**src/rtl/fb_cell_if.sv**
```systemverilog
// Command and pixel-write bundle between game logic, the frame-buffer writer
// and the RAM port arbiter.
//
// Command handshake: the writer takes a command at a rising clk edge where
// cmd_valid and cmd_ready are both high. cmd_clear, cmd_x, cmd_y and
// cmd_color are captured at that edge and may change freely afterwards.
// cmd_ready only reflects the writer's state and never depends on cmd_valid.
// The pixel side has no ready: wr_en is a registered strobe and the arbiter
// holds the stream off by raising wr_stall.
interface fb_cell_if;
  logic        cmd_valid;
  logic        cmd_ready;
  logic        cmd_clear;
  logic [5:0]  cmd_x;
  logic [4:0]  cmd_y;
  logic [11:0] cmd_color;
  logic        wr_stall;
  logic        wr_en;
  logic [8:0]  wr_row;
  logic [9:0]  wr_col;
  logic [11:0] wr_data;
  logic        busy;
  logic        done;
  logic        err;
  logic [0:0]  dbg_state;

  // Game logic / arbiter side
  modport master (
    output cmd_valid, cmd_clear, cmd_x, cmd_y, cmd_color, wr_stall,
    input  cmd_ready, wr_en, wr_row, wr_col, wr_data, busy, done, err, dbg_state
  );

  // Frame-buffer writer side
  modport slave (
    input  cmd_valid, cmd_clear, cmd_x, cmd_y, cmd_color, wr_stall,
    output cmd_ready, wr_en, wr_row, wr_col, wr_data, busy, done, err, dbg_state
  );
endinterface

```
**src/rtl/fb_cell_writer.sv**
```systemverilog
// Frame-buffer writer: expands cell-draw and screen-clear commands into a
// row-major stream of single-pixel RAM writes, one per unstalled cycle.
module fb_cell_writer #(
  parameter int CELL_W    = 16,
  parameter int GRID_COLS = 40,
  parameter int GRID_ROWS = 30
) (
  input  logic      clk,
  input  logic      rst,
  fb_cell_if.slave  bus
);

  localparam logic [0:0] S_IDLE = 1'b0;
  localparam logic [0:0] S_FILL = 1'b1;

  localparam int CW_LOG = $clog2(CELL_W);

  localparam logic [5:0] COLS_LIM      = 6'(GRID_COLS);
  localparam logic [4:0] ROWS_LIM      = 5'(GRID_ROWS);
  localparam logic [8:0] CLR_ROW_LAST  = 9'(GRID_ROWS * CELL_W - 1);
  localparam logic [9:0] CLR_COL_LAST  = 10'(GRID_COLS * CELL_W - 1);
  localparam logic [8:0] CELL_ROW_LAST = 9'(CELL_W - 1);
  localparam logic [9:0] CELL_COL_LAST = 10'(CELL_W - 1);

  logic [0:0]  state_q, state_d;
  logic        clear_q, clear_d;
  logic [8:0]  base_row_q, base_row_d;
  logic [9:0]  base_col_q, base_col_d;
  logic [11:0] color_q, color_d;
  logic [8:0]  py_q, py_d;
  logic [9:0]  px_q, px_d;
  logic        wr_en_q, wr_en_d;
  logic [8:0]  wr_row_q, wr_row_d;
  logic [9:0]  wr_col_q, wr_col_d;
  logic [11:0] wr_data_q, wr_data_d;
  logic        done_q, done_d;
  logic        err_q, err_d;

  logic        accept;
  logic        in_range;
  logic [8:0]  py_last;
  logic [9:0]  px_last;

  // Next-state logic: command capture in IDLE, pixel stepping in FILL.
  always_comb begin
    state_d    = state_q;
    clear_d    = clear_q;
    base_row_d = base_row_q;
    base_col_d = base_col_q;
    color_d    = color_q;
    py_d       = py_q;
    px_d       = px_q;
    wr_en_d    = 1'b0;
    wr_row_d   = wr_row_q;
    wr_col_d   = wr_col_q;
    wr_data_d  = wr_data_q;
    done_d     = 1'b0;
    err_d      = 1'b0;

    accept   = bus.cmd_valid && (state_q == S_IDLE);
    in_range = (bus.cmd_x < COLS_LIM) && (bus.cmd_y < ROWS_LIM);
    // A clear walks the whole screen from base (0,0); a cell walks one tile.
    py_last  = clear_q ? CLR_ROW_LAST : CELL_ROW_LAST;
    px_last  = clear_q ? CLR_COL_LAST : CELL_COL_LAST;

    case (state_q)
      S_IDLE: begin
        if (accept) begin
          if (bus.cmd_clear) begin
            state_d    = S_FILL;
            clear_d    = 1'b1;
            base_row_d = '0;
            base_col_d = '0;
            color_d    = bus.cmd_color;
            py_d       = '0;
            px_d       = '0;
          end else if (in_range) begin
            state_d    = S_FILL;
            clear_d    = 1'b0;
            base_row_d = 9'(bus.cmd_y) << CW_LOG;
            base_col_d = 10'(bus.cmd_x) << CW_LOG;
            color_d    = bus.cmd_color;
            py_d       = '0;
            px_d       = '0;
          end else begin
            // Rejected cell: no pixels, just the completion/error pulse.
            done_d = 1'b1;
            err_d  = 1'b1;
          end
        end
      end
      S_FILL: begin
        if (!bus.wr_stall) begin
          wr_en_d   = 1'b1;
          wr_row_d  = base_row_q + py_q;
          wr_col_d  = base_col_q + px_q;
          wr_data_d = color_q;
          if (px_q == px_last) begin
            px_d = '0;
            if (py_q == py_last) begin
              // Final pixel: done lands in the same cycle as this write.
              state_d = S_IDLE;
              done_d  = 1'b1;
            end else begin
              py_d = py_q + 9'd1;
            end
          end else begin
            px_d = px_q + 10'd1;
          end
        end
      end
      default: state_d = S_IDLE;
    endcase
  end

  // State and output registers; reset abandons any fill in progress at once.
  always_ff @(posedge clk or posedge rst) begin
    if (rst) begin
      state_q    <= S_IDLE;
      clear_q    <= 1'b0;
      base_row_q <= '0;
      base_col_q <= '0;
      color_q    <= '0;
      py_q       <= '0;
      px_q       <= '0;
      wr_en_q    <= 1'b0;
      wr_row_q   <= '0;
      wr_col_q   <= '0;
      wr_data_q  <= '0;
      done_q     <= 1'b0;
      err_q      <= 1'b0;
    end else begin
      state_q    <= state_d;
      clear_q    <= clear_d;
      base_row_q <= base_row_d;
      base_col_q <= base_col_d;
      color_q    <= color_d;
      py_q       <= py_d;
      px_q       <= px_d;
      wr_en_q    <= wr_en_d;
      wr_row_q   <= wr_row_d;
      wr_col_q   <= wr_col_d;
      wr_data_q  <= wr_data_d;
      done_q     <= done_d;
      err_q      <= err_d;
    end
  end

  assign bus.cmd_ready = (state_q == S_IDLE);
  assign bus.busy      = (state_q == S_FILL);
  assign bus.wr_en     = wr_en_q;
  assign bus.wr_row    = wr_row_q;
  assign bus.wr_col    = wr_col_q;
  assign bus.wr_data   = wr_data_q;
  assign bus.done      = done_q;
  assign bus.err       = err_q;
  assign bus.dbg_state = state_q;

endmodule

```
**src/flat_wrapper.sv**
```systemverilog
// flat-port wrapper written by rule: the top's interface ports become plain ports
module fb_cell_writer_flat 
#(
  parameter int CELL_W    = 16,
  parameter int GRID_COLS = 40,
  parameter int GRID_ROWS = 30
)
  (clk, rst, bus_cmd_valid, bus_cmd_clear, bus_cmd_x, bus_cmd_y, bus_cmd_color, bus_wr_stall, bus_cmd_ready, bus_wr_en, bus_wr_row, bus_wr_col, bus_wr_data, bus_busy, bus_done, bus_err, bus_dbg_state);
  fb_cell_if bus_i ();
  input  logic clk;
  input  logic rst;
  input wire logic [$bits(bus_i.cmd_valid)-1:0] bus_cmd_valid;
  input wire logic [$bits(bus_i.cmd_clear)-1:0] bus_cmd_clear;
  input wire logic [$bits(bus_i.cmd_x)-1:0] bus_cmd_x;
  input wire logic [$bits(bus_i.cmd_y)-1:0] bus_cmd_y;
  input wire logic [$bits(bus_i.cmd_color)-1:0] bus_cmd_color;
  input wire logic [$bits(bus_i.wr_stall)-1:0] bus_wr_stall;
  output wire logic [$bits(bus_i.cmd_ready)-1:0] bus_cmd_ready;
  output wire logic [$bits(bus_i.wr_en)-1:0] bus_wr_en;
  output wire logic [$bits(bus_i.wr_row)-1:0] bus_wr_row;
  output wire logic [$bits(bus_i.wr_col)-1:0] bus_wr_col;
  output wire logic [$bits(bus_i.wr_data)-1:0] bus_wr_data;
  output wire logic [$bits(bus_i.busy)-1:0] bus_busy;
  output wire logic [$bits(bus_i.done)-1:0] bus_done;
  output wire logic [$bits(bus_i.err)-1:0] bus_err;
  output wire logic [$bits(bus_i.dbg_state)-1:0] bus_dbg_state;
  assign bus_i.cmd_valid = bus_cmd_valid;
  assign bus_i.cmd_clear = bus_cmd_clear;
  assign bus_i.cmd_x = bus_cmd_x;
  assign bus_i.cmd_y = bus_cmd_y;
  assign bus_i.cmd_color = bus_cmd_color;
  assign bus_i.wr_stall = bus_wr_stall;
  assign bus_cmd_ready = bus_i.cmd_ready;
  assign bus_wr_en = bus_i.wr_en;
  assign bus_wr_row = bus_i.wr_row;
  assign bus_wr_col = bus_i.wr_col;
  assign bus_wr_data = bus_i.wr_data;
  assign bus_busy = bus_i.busy;
  assign bus_done = bus_i.done;
  assign bus_err = bus_i.err;
  assign bus_dbg_state = bus_i.dbg_state;
  fb_cell_writer #(.CELL_W(CELL_W), .GRID_COLS(GRID_COLS), .GRID_ROWS(GRID_ROWS)) u_core (.clk(clk), .rst(rst), .bus(bus_i));
endmodule
```
**config.mk**
```make
export PLATFORM = sky130hd
export DESIGN_NAME = fb_cell_writer_flat
export DESIGN_NICKNAME = d
export VERILOG_FILES = /design/src/rtl/fb_cell_if.sv /design/src/rtl/fb_cell_writer.sv /design/src/flat_wrapper.sv
export SDC_FILE = /design/constraint.sdc
export NUM_CORES = 1
export LEC_CHECK = 0
export ABC_AREA = 1
export BUFFER_PORTS_ARGS = -buffer_cell sky130_fd_sc_hd__clkbuf_2
export CAP_MARGIN = 40
export CELL_PAD_IN_SITES_DETAIL_PLACEMENT = 1
export CELL_PAD_IN_SITES_GLOBAL_PLACEMENT = 1
export CORE_ASPECT_RATIO = 1.1
export CORE_MARGIN = 5
export CORE_UTILIZATION = 38
export DETAILED_ROUTE_END_ITERATION = 6
export MAX_ROUTING_LAYER = met4
export PLACE_DENSITY_LB_ADDON = 0.1
export SLEW_MARGIN = 20
export SYNTH_ARGS = -nofsm -noshare
export SYNTH_HDL_FRONTEND = slang
export SYNTH_SLANG_ARGS = --single-unit
```
**constraint.sdc**
```tcl
create_clock -name clk -period 2.4 [get_ports clk]
set_input_delay 0.36 -clock clk [delete_from_list [all_inputs] [get_ports clk]]
set_output_delay 0.36 -clock clk [all_outputs]
set_load 0.05 [all_outputs]
```
## Word-level counts from Yosys, hierarchy flattened

Cells that the tools add are included.

- Muxes and demuxes: 40
- Divide/modulo/power cells: 0
- Magnitude comparators: 2
- Equality and inequality tests: 7
- Multiply operators: 0
- Shift-type cells: 0
- Reduce and logical (&&, ||, !) cells: 7
- Add/sub/neg operators: 4
- Bitwise logic cells: 2

Operators with widths:

| cell | count |
|---|---|
| two-way mux 9 bit | 9 |
| two-way mux 10 bit | 8 |
| two-way mux 12 bit | 2 |
| case mux 10 bit (2 select lines) | 1 |
| case mux 9 bit (2 select lines) | 1 |
| two-way mux 1 bit | 17 |
| adder 10 x 1 -> 10 bit (second input constant) | 1 |
| adder 10 bit | 1 |
| == test 10 bit | 1 |
| adder 9 x 1 -> 9 bit (second input constant) | 1 |
| adder 9 bit | 1 |
| == test 9 bit | 1 |
| < comparator 6 bit (second input constant) | 1 |
| inequality test 2 bit (second input constant) | 3 |
| AND reduction 3 bit | 2 |
| < comparator 5 bit (second input constant) | 1 |
| AND reduction 5 bit | 1 |
| case mux 1 bit (2 select lines) | 2 |
| inequality test 3 x 2 -> 1 bit (second input constant) | 1 |
| logical AND 1 bit | 2 |
| inequality test 2 x 1 -> 1 bit (second input constant) | 1 |
| inverter 1 bit | 2 |
| AND reduction 2 bit | 1 |
| nonzero test 2 bit | 1 |

- ROM bits: 0
- Logic and storage cells: 75
- Register bits: 86
- Bits of input ports: 28
- Memories: 0
- RAM bits: 0
- Bits in latches: 0
- Output and inout bits: 37

## Longest topological paths before layout

Gate-level depths: netlist of the first run.

- Depth after elaboration: 6
- Mapped depth: 10

## Worst setup path after synthesis of the first run

Ideal clock, no wire load.

- Kind: flip-flop to flip-flop
- Start: register u_core.state_q (netlist: u_core.bus.busy)
- End: register u_core.wr_col_q[0] (netlist: u_core.bus.wr_col[0])
- Arrival: 1.546 ns
- Slack: 0.723 ns
- Cell stages (with the launch flop): 9
- Period minus slack after synthesis: 1.677 ns
- Cell sequence: dfrtp_1 > buf_6 > inv_4 > nor2_4 > inv_2 > buf_6 > buf_2 > nand2_1 > o21ai_0

- Longest elaborated chain between the ends: 1

RTL lines:

| element | RTL line | RTL |
|---|---|---|
| start: declaration | fb_cell_writer.sv:25 | `logic [0:0] state_q, state_d;` |
| start signal: assignment | fb_cell_writer.sv:133 | `state_q <= state_d;` |
| AND reduction 2 bit (no line) | n/a |  |
| end signal: assignment | fb_cell_writer.sv:142 | `wr_col_q <= wr_col_d;` |
| end: declaration | fb_cell_writer.sv:34 | `logic [9:0] wr_col_q, wr_col_d;` |

No other way between the ends.
A chain may end at the register's enable or synchronous reset.

## Final worst setup path of the first run

- Start: register u_core.state_q (netlist: u_core.bus.busy)
- End: register u_core.py_q[0]

- Longest elaborated chain between the ends: 4
- Elaborated cells between the ends (all ways): 9

RTL lines:

| element | RTL line | RTL |
|---|---|---|
| inverter 1 bit | n/a |  |
| logical AND 1 bit | fb_cell_writer.sv:60 | `accept = bus.cmd_valid && (state_q == S_IDLE);` |
| inequality test 2 x 1 -> 1 bit (no line) | n/a |  |
| AND reduction 5 bit (no line) | n/a |  |
| end signal: assignment | fb_cell_writer.sv:138 | `py_q <= py_d;` |
| end: declaration | fb_cell_writer.sv:30 | `logic [8:0] py_q, py_d;` |

Parallel ways exist; a longest one is shown, timed or not.

==> flow_summary.toml, run 1 <==
[outcome]
outcome = "finished, final reports clean"

[cts]
clk_pin_slew_ns = 0.06
ctsLongestPathBuffers = 2
insertion_delay_ns = 0.34
numCtsBuffers = 9
post_cts_buffers = 0
postCtsResizedCells = 0
clockRootBuffer = "clkbuf_16"
htree_num_levels = 3
cts_tree = "done"
clock_sinks = 78

[layout]
num_antenna_cells = 0
nets = 587
area_growth_pct = 19.1
design_area_um2 = 4720
fin_cells = 694
layout-drive-gt1-share = 0.191

[yosys]
synth_cell_types = 32
synth-edff-count = 0
async_reset_ff_frac = 1.00
yosysMostFrequentCell = "nand2_1"
synthXorXnorAreaFrac = 0.0155
synth_flop_cell = "dfrtp_1"
synth_simple_gate_area_frac = 0.281
synth_top_family_by_area = "simple AND/OR/NAND/NOR gates"
syn_area_per_cell_um2 = 8.22
synth.largest_area_cell = "dfrtp_1"
syn-cell-area_um2 = 3960
syn_inst = 482
synthMuxAreaShare = 0
synth-compound-area-share = 0.0755
synth_top_cell_area_share = 0.493
yosysWarnings = 0
synth_seq_area_share = 0.493
synth_fa_ha_area_frac = 0.0449
synth_common_cells = "167 x nand2_1, 78 x dfrtp_1, 59 x inv_1"
synth_area_leaders = "dfrtp_1 49%, nand2_1 16%, inv_1 5.6%, o21ai_0 4.5%, ha_1 3.5%"
synth_nets = 523
ys_ff_latch = 78

[floorplanning]
coreArea_um2 = 10300
dieArea_um2 = 12600
die_h_um = 117
fp-row-count = 39
dieWidth_um = 107
pin_count = 65
start_util = 0.385

[pwr]
p_per_area_nw_per_um2 = 1000
swShare = 0.384
combPwrFrac = 0.301
leakage_nw = 2.55
vdd_drop_max_mv = 0.382
switchingPower_mw = 1.81
seqPwrFrac = 0.390
clkPwrFrac = 0.309
p_int_mw = 2.91

[critical_path]
r2r_cells = 7
endpoint_kind = "register"
cp_max_fo = 29
required_ns = 2.62
cp-startpoint = "u_core.bus.busy"
r2r-end = "u_core.py_q[0]"
r2r-start = "u_core.bus.busy"
regToRegSetupSlack_ns = 0.49
cp-start-kind = "register"
crit_type = "reg -> reg"
cp.arrival_ns = 2.14

[placement]
dp_cells = 677
numPortBuffers = 64
gp_congestion = 0.761
dpl_cell_area_um2 = 4390
post-dp-hpwl_um = 7470

[min_path]
hp-class = "in -> reg"
hold_path_depth = 3
min_to = "u_core.base_col_q[6]"
min_from = "bus_cmd_x[2]"

[timing]
finalCritPeriodShare = 0.797
max_freq_mhz = 523
rsz0062_at_grt = "no"
setup_viol = 0
worstMarginPinSlew_ns = 0.406
finalHoldViolations = 0
fin_setup_tns_ns = 0
skew_ns = 0.00551
fin_crit_ns = 1.91
slew_headroom = 0.728
final_max_slew_viol_count = 0

[grt]
grt_util_all_layers = 0.182
grt_pass1_vias = 3541
grt_pass1_wl_um = 17500
grt_max_degree = 63
antenna_found_initial = 0
overflow = 0

[route]
wirelength_um = 10200
post_drt_via_cell_ratio = 4.74
antenna_left = 0
vias = 3290
drcViolationCount = 0
drt_iter0_drc = 133
wl_per_cell_um = 14.7
drt-pass1-iter-count = 4

[flow_run]
maxCapViolCount = 0
power groups by stage:
| stage | combinational [mW] | clock [mW] | sequential, mW |
|---|---|---|---|
| 5_1_grt | 1.58 | 1.56 | 1.90 |
| 6_report | 1.42 | 1.46 | 1.84 |
| 4_1_cts | 1.45 | 1.49 | 1.85 |
| 3_3_place_gp | 1.41 | 0 | 1.87 |
| 3_5_place_dp | 1.43 | 0 | 1.87 |
| 2_1_floorplan | 0.616 | 0 | 2.30 |
cell families (layout without fill, tap and decap cells):
family,after synthesis,in the layout
simple gates,246,246
buf+inv,80,149
flops,78,78
compound gates,58,58
fa+ha+maj,13,13
xor+xnor,7,7
layout make-up:
cell class,instances,area [um^2]
timing repair buffer,70,380
sequential,78,1950
clock buffer,10,229
clock inverter,6,86.3
multi-input combinational,324,1650
fill,1259,5580
tap,143,179
inverter,63,240
metrics by stage:
step	worst slack (ns)	hold WS [ns]	util	total power, mW
floorplan	0.0450	0.453	-	2.92
finish	0.487	0.223	0.458	4.73
global placement	0.568	0.316	0.427	3.27
CTS	0.480	0.215	0.458	4.79
global route	0.320	0.232	0.458	5.03
detailed placement	0.496	0.322	0.427	3.30
worst max-delay path: stages, from the launching register on:
cell and delay, ns:
dfrtp_1 0.57, inv_4 0.13, nor2_4 0.30, inv_2 0.18, nand2_4 0.30, nand3_4 0.17, nand2_1 0.10, nand2_1 0.06
timing repair:
item,CTS,global route
hold buffers,1,0
setup endpoints to repair,0,0
hold endpoints to repair,16,0
worst max-delay path by stage:
stage	end	slack, ns
finish	u_core.py_q[0]	0.49
global route	u_core.py_q[2]	0.32
CTS	u_core.py_q[0]	0.48
detailed placement	u_core.py_q[0]	0.50
global placement	u_core.py_q[7]	0.57
floorplan	u_core.base_col_q[4]	0.04
placed cells by master, fill, tap and decap left out, drive strengths merged, types with 2 or more instances in the layout:
| cell | Yosys | routed |
|---|---|---|
| a21oi | 9 | 9 |
| buf | 15 | 5 |
| bufinv | 0 | 2 |
| clkbuf | 2 | 74 |
| clkinv | 0 | 4 |
| dfrtp | 78 | 78 |
| fa | 2 | 2 |
| ha | 11 | 11 |
| inv | 63 | 62 |
| nand2 | 170 | 170 |
| nand3 | 30 | 30 |
| nand4 | 16 | 16 |
| nor2 | 26 | 26 |
| nor3 | 3 | 3 |
| o21ai | 48 | 48 |
| xnor2 | 6 | 6 |
metal layers:
layer	wire [um]	part of all wire	up-vias	GRT usage
met4	174	0.017	0	0.0690
met5	0	0	-	-
li1	-	-	1648	-
met3	338	0.033	13	0.0263
met1	4810	0.47	1577	0.229
met2	4870	0.48	52	0.301
registers in the layout, summed over array words and instances (netlist names):
signal              flops
u_core.clear_q          1
u_core.bus.wr_col      10
u_core.base_row_q       5
u_core.py_q             9
u_core.px_q            10
u_core.base_col_q       6
u_core.bus.wr_data     12
u_core.bus.wr_row       9
u_core.color_q         12
u_core.bus.done         1
u_core.bus.busy         1
u_core.bus.wr_en        1
u_core.bus.err          1
(Power assumes the default switching activity.)
==> run 2: changes to the inputs <==
Settings changed: CORE_UTILIZATION 38 to 40.
Clock period 2.4 ns to 1.99 ns, I/O delays scaled along.
==> flow_summary.toml, run 2 (synthesis gave the netlist of run 1 again) <==
[outcome]
outcome = "finished, final reports clean"

[timing]
finalHoldViolations = 0
fin_setup_tns_ns = 0
final_max_slew_viol_count = 0
hold_ws_ns = 0.138
fin_crit_ns = 1.74
setup_viol = 0
worstMarginPinSlew_ns = 0.587
max_freq_mhz = 574
rsz0062_at_grt = "no"
skew_ns = 0.00694
slew_headroom = 0.609
setup_ws_ns = 0.246
finalCritPeriodShare = 0.876

[critical_path]
cp.arrival_ns = 1.97
cpMostUsedCell = "inv_1"
critPathBufInv = 2
required_ns = 2.21
r2r_cells = 8
endpoint_kind = "register"
cp_max_fo = 8
crit_type = "reg -> reg"
cpMaxStageDelayCell = "dfrtp_1"
cp-startpoint = "u_core.py_q[4]"
cp-start-kind = "register"
r2r-start = "u_core.py_q[4]"
crit_path_max_incr_delay_ns = 0.50
crit_chain = "ha_1 > inv_1 > fa_1 > inv_1 > nand3_1 > nand2_1 > xor2_1 > o21ai_0"
crit_family = "adder cells"
cp.depth = 8
regToRegSetupSlack_ns = 0.25
endpoint = "u_core.bus.wr_row[8]"
r2r-end = "u_core.bus.wr_row[8]"

[cts]
clock_sinks = 78
htree_num_levels = 3
insertion_delay_ns = 0.36
clk_pin_slew_ns = 0.08
clockRootBuffer = "clkbuf_8"
numCtsBuffers = 9
cts_tree = "done"
post_cts_buffers = 0
ctsLongestPathBuffers = 2

[floorplanning]
coreArea_um2 = 9790
pin_count = 65
fp-row-count = 38
dieWidth_um = 105
start_util = 0.404
die_h_um = 114
dieArea_um2 = 12000

[route]
drt-pass1-iter-count = 4
wirelength_um = 10300
antenna_left = 0
drcViolationCount = 0
vias = 3352
wl_per_cell_um = 15.3
drt_iter0_drc = 123
post_drt_via_cell_ratio = 4.98

[placement]
dp_slack_ns = 0.237
numPortBuffers = 64
post-dp-hpwl_um = 7480
gp_congestion = 0.795
dp_cells = 656
dpl_cell_area_um2 = 4390

[layout]
multi_input_area_um2 = 1650
area_growth_pct = 16.0
nets = 589
design_area_um2 = 4590
layout-drive-gt1-share = 0.193
num_antenna_cells = 0
final_common_cell = "nand2_1"
fill_cells = 1223
fin_cells = 673
regArea_um2 = 1950
fin_util = 0.469
mostFrequentLayoutCells = "167 x nand2_1, 78 x dfrtp_1, 64 x clkbuf_2, 58 x inv_1, 36 x o21ai_0"

[grt]
grt_util_all_layers = 0.191
antenna_found_initial = 0
grt_pass1_wl_um = 18000
grt_max_degree = 57
overflow = 0
grt_pass1_vias = 3635

[pwr]
fin_total_pwr_mw = 5.14
leakage_nw = 2.50
vdd_drop_max_mv = 0.574
p_per_area_nw_per_um2 = 1120

[flow_run]
maxCapViolCount = 0

[min_path]
hp-class = "in -> reg"
## run 2: cell count changes in the layout (fill, tap and decap cells not counted)
cell,before,now
clkinvlp_4,1,4
buf_4,4,5
clkbuf_16,9,0
clkinv_4,1,0
bufinv_16,2,1
clkinv_2,3,2
buf_12,1,2
clkbuf_8,0,9
## run 2: repair_timing
item / 4_1_cts / 5_1_grt
hold endpoints to repair: 20 / 0
gates resized for setup: 0 / 0
hold buffers: 1 / 0
## run 2: layout make-up
cell class              count  area share
clock buffers              10      0.0278
well taps                 120      0.0327
clock inverters             6      0.0136
repair buffers             72      0.0888
multi-input cells         324       0.359
inverters                  63      0.0528
flip-flops and latches     78       0.425
## run 2: where the power goes
part           internal, mW  leakage [nW]  switching, mW
logic                 0.486          1.43           1.26
registers              1.94         0.987          0.272
clock network         0.575        0.0883          0.606
total                  3.00          2.50           2.14
## run 2: how the worst min path moves through the flow
stage                       from               endpoint  cells past startpoint
floorplan           bus_cmd_x[0]   u_core.base_col_q[4]                      2
global placement             rst  u_core.bus.wr_data[0]                      2
detailed placement           rst  u_core.bus.wr_data[0]                      2
CTS                 bus_cmd_x[0]   u_core.base_col_q[4]                      3
global route        bus_cmd_x[0]   u_core.base_col_q[4]                      3
finish              bus_cmd_x[0]   u_core.base_col_q[4]                      3
## run 2: worst min-delay path, cell delays in order
cell,delay (ns)
clkbuf_2,0.08
nand2_1,0.04
nand2_1,0.05
## run 2: per-layer routing
metal	part of all wire	global-route usage	vias up
met3	0.043	0.0372	15
met2	0.48	0.309	68
li1	-	-	1648
met5	0	-	-
met1	0.45	0.240	1621
met4	0.020	0.0716	0
==> run 3: changes to the inputs <==
Settings changed: GPL_TIMING_DRIVEN set to 0.
==> flow_summary.toml, run 3 (synthesis gave the netlist of run 1 again) <==
[min_path]
min_from = "bus_cmd_x[1]"
hp-class = "in -> reg"
hold_path_depth = 3

[flow_run]
maxCapViolCount = 0

[cts]
ctsLongestPathBuffers = 2
clockRootBuffer = "clkbuf_8"
post_cts_buffers = 0
clock_sinks = 78
clk_pin_slew_ns = 0.09
insertion_delay_ns = 0.37
numCtsBuffers = 9
htree_num_levels = 3
cts_tree = "done"

[layout]
nets = 601
mostFrequentLayoutCells = "167 x nand2_1, 78 x dfrtp_1, 64 x clkbuf_2, 58 x inv_1, 36 x o21ai_0"
num_antenna_cells = 0
area_growth_pct = 18.3
final_common_cell = "nand2_1"
fin_cells = 685
fill_cells = 1239
layout-drive-gt1-share = 0.209

[timing]
fin_setup_tns_ns = 0
max_freq_mhz = 561
worstMarginPinSlew_ns = 0.608
setup_ws_ns = 0.207
fin_crit_ns = 1.78
slew_headroom = 0.595
skew_ns = 0.00797
rsz0062_at_grt = "no"
setup_viol = 0
final_max_slew_viol_count = 0
finalHoldViolations = 0
finalCritPeriodShare = 0.896

[route]
post_drt_via_cell_ratio = 4.92
drcViolationCount = 0
wl_per_cell_um = 16.0
drt-pass1-iter-count = 4
wirelength_um = 11000
antenna_left = 0
vias = 3371
drt_iter0_drc = 117

[critical_path]
cp-start-kind = "register"
cp-startpoint = "u_core.py_q[4]"
cp_max_fo = 8
endpoint_kind = "register"
r2r-start = "u_core.py_q[4]"
required_ns = 2.25
r2r_cells = 8
cp.arrival_ns = 2.04
crit_type = "reg -> reg"

[pwr]
p_per_area_nw_per_um2 = 1110
vdd_drop_max_mv = 0.631
leakage_nw = 2.56

[grt]
grt_util_all_layers = 0.200
grt_pass1_wl_um = 18500
grt_pass1_vias = 3682
grt_max_degree = 34
overflow = 0
antenna_found_initial = 0

[placement]
gp_congestion = 0.795
post-dp-hpwl_um = 8160
dp_cells = 668
numPortBuffers = 64
dp_slack_ns = 0.233

[floorplanning]
dieArea_um2 = 12000
dieWidth_um = 105
start_util = 0.404
die_h_um = 114
fp-row-count = 38
coreArea_um2 = 9790
pin_count = 65

[outcome]
outcome = "finished, final reports clean"
-- run 3: final timing paths --
path                                   endpoint  slack (ns)
max reg2reg                u_core.bus.wr_row[8]        0.21
max                        u_core.bus.wr_row[8]        0.21
min                        u_core.base_col_q[5]        0.13
max in group asynchronous        u_core.py_q[6]        1.01
min in group asynchronous      u_core.bus.wr_en        0.48
min reg2reg                u_core.bus.wr_row[0]        0.48
-- run 3: power by group --
part	total [mW]	switching (mW)	internal [mW]	leakage (nW)
sequential	2.22	0.283	1.94	0.987
combinational	1.75	1.26	0.485	1.48
clock	1.23	0.649	0.581	0.0914
total	5.20	2.19	3.01	2.56
-- run 3: layout make-up --
cell class / count / area (um^2) / area share
Tap cell: 120 / 150 / 0.0321
Clock inverter: 7 / 75.1 / 0.0160
Inverter: 63 / 243 / 0.0518
Buffer: 17 / 120 / 0.0256
Multi-Input combinational cell: 324 / 1650 / 0.352
Clock buffer: 9 / 124 / 0.0264
Timing Repair Buffer: 67 / 370 / 0.0791
Sequential cell: 78 / 1950 / 0.417
-- run 3: metal layers --
layer | routed length [um] | vias up | share of wire | track usage
li1 | - | 1669 | - | -
met1 | 5010 | 1644 | 0.46 | 0.245
met2 | 5390 | 48 | 0.49 | 0.329
met3 | 345 | 10 | 0.031 | 0.0321
met4 | 210 | 0 | 0.019 | 0.0835
met5 | 0 | - | 0 | -
-- run 3: stage by stage --
stage	utilization	instance area, um^2	total power [mW]	hold WS, ns
6_report	0.478	4680	5.20	0.127
5_1_grt	0.478	4680	5.56	0.118
4_1_cts	0.478	4680	5.27	0.114
3_5_place_dp	0.457	4480	4.02	0.326
3_3_place_gp	0.453	4440	3.93	0.455
2_1_floorplan	-	3970	3.52	0.408
-- run 3: critical path: stages, from the launching register on --
cell and delay [ns]:
dfrtp_1 0.54, ha_1 0.24, inv_1 0.06, fa_1 0.35
inv_1 0.10, nand3_1 0.07, nand2_1 0.09, xor2_1 0.14
o21ai_0 0.08
-- run 3: repair_timing --
item                       in CTS  in global routing
resized for setup               0                  0
setup endpoints to repair       0                  0
hold endpoints to repair       14                  0
hold buffers                    1                  0
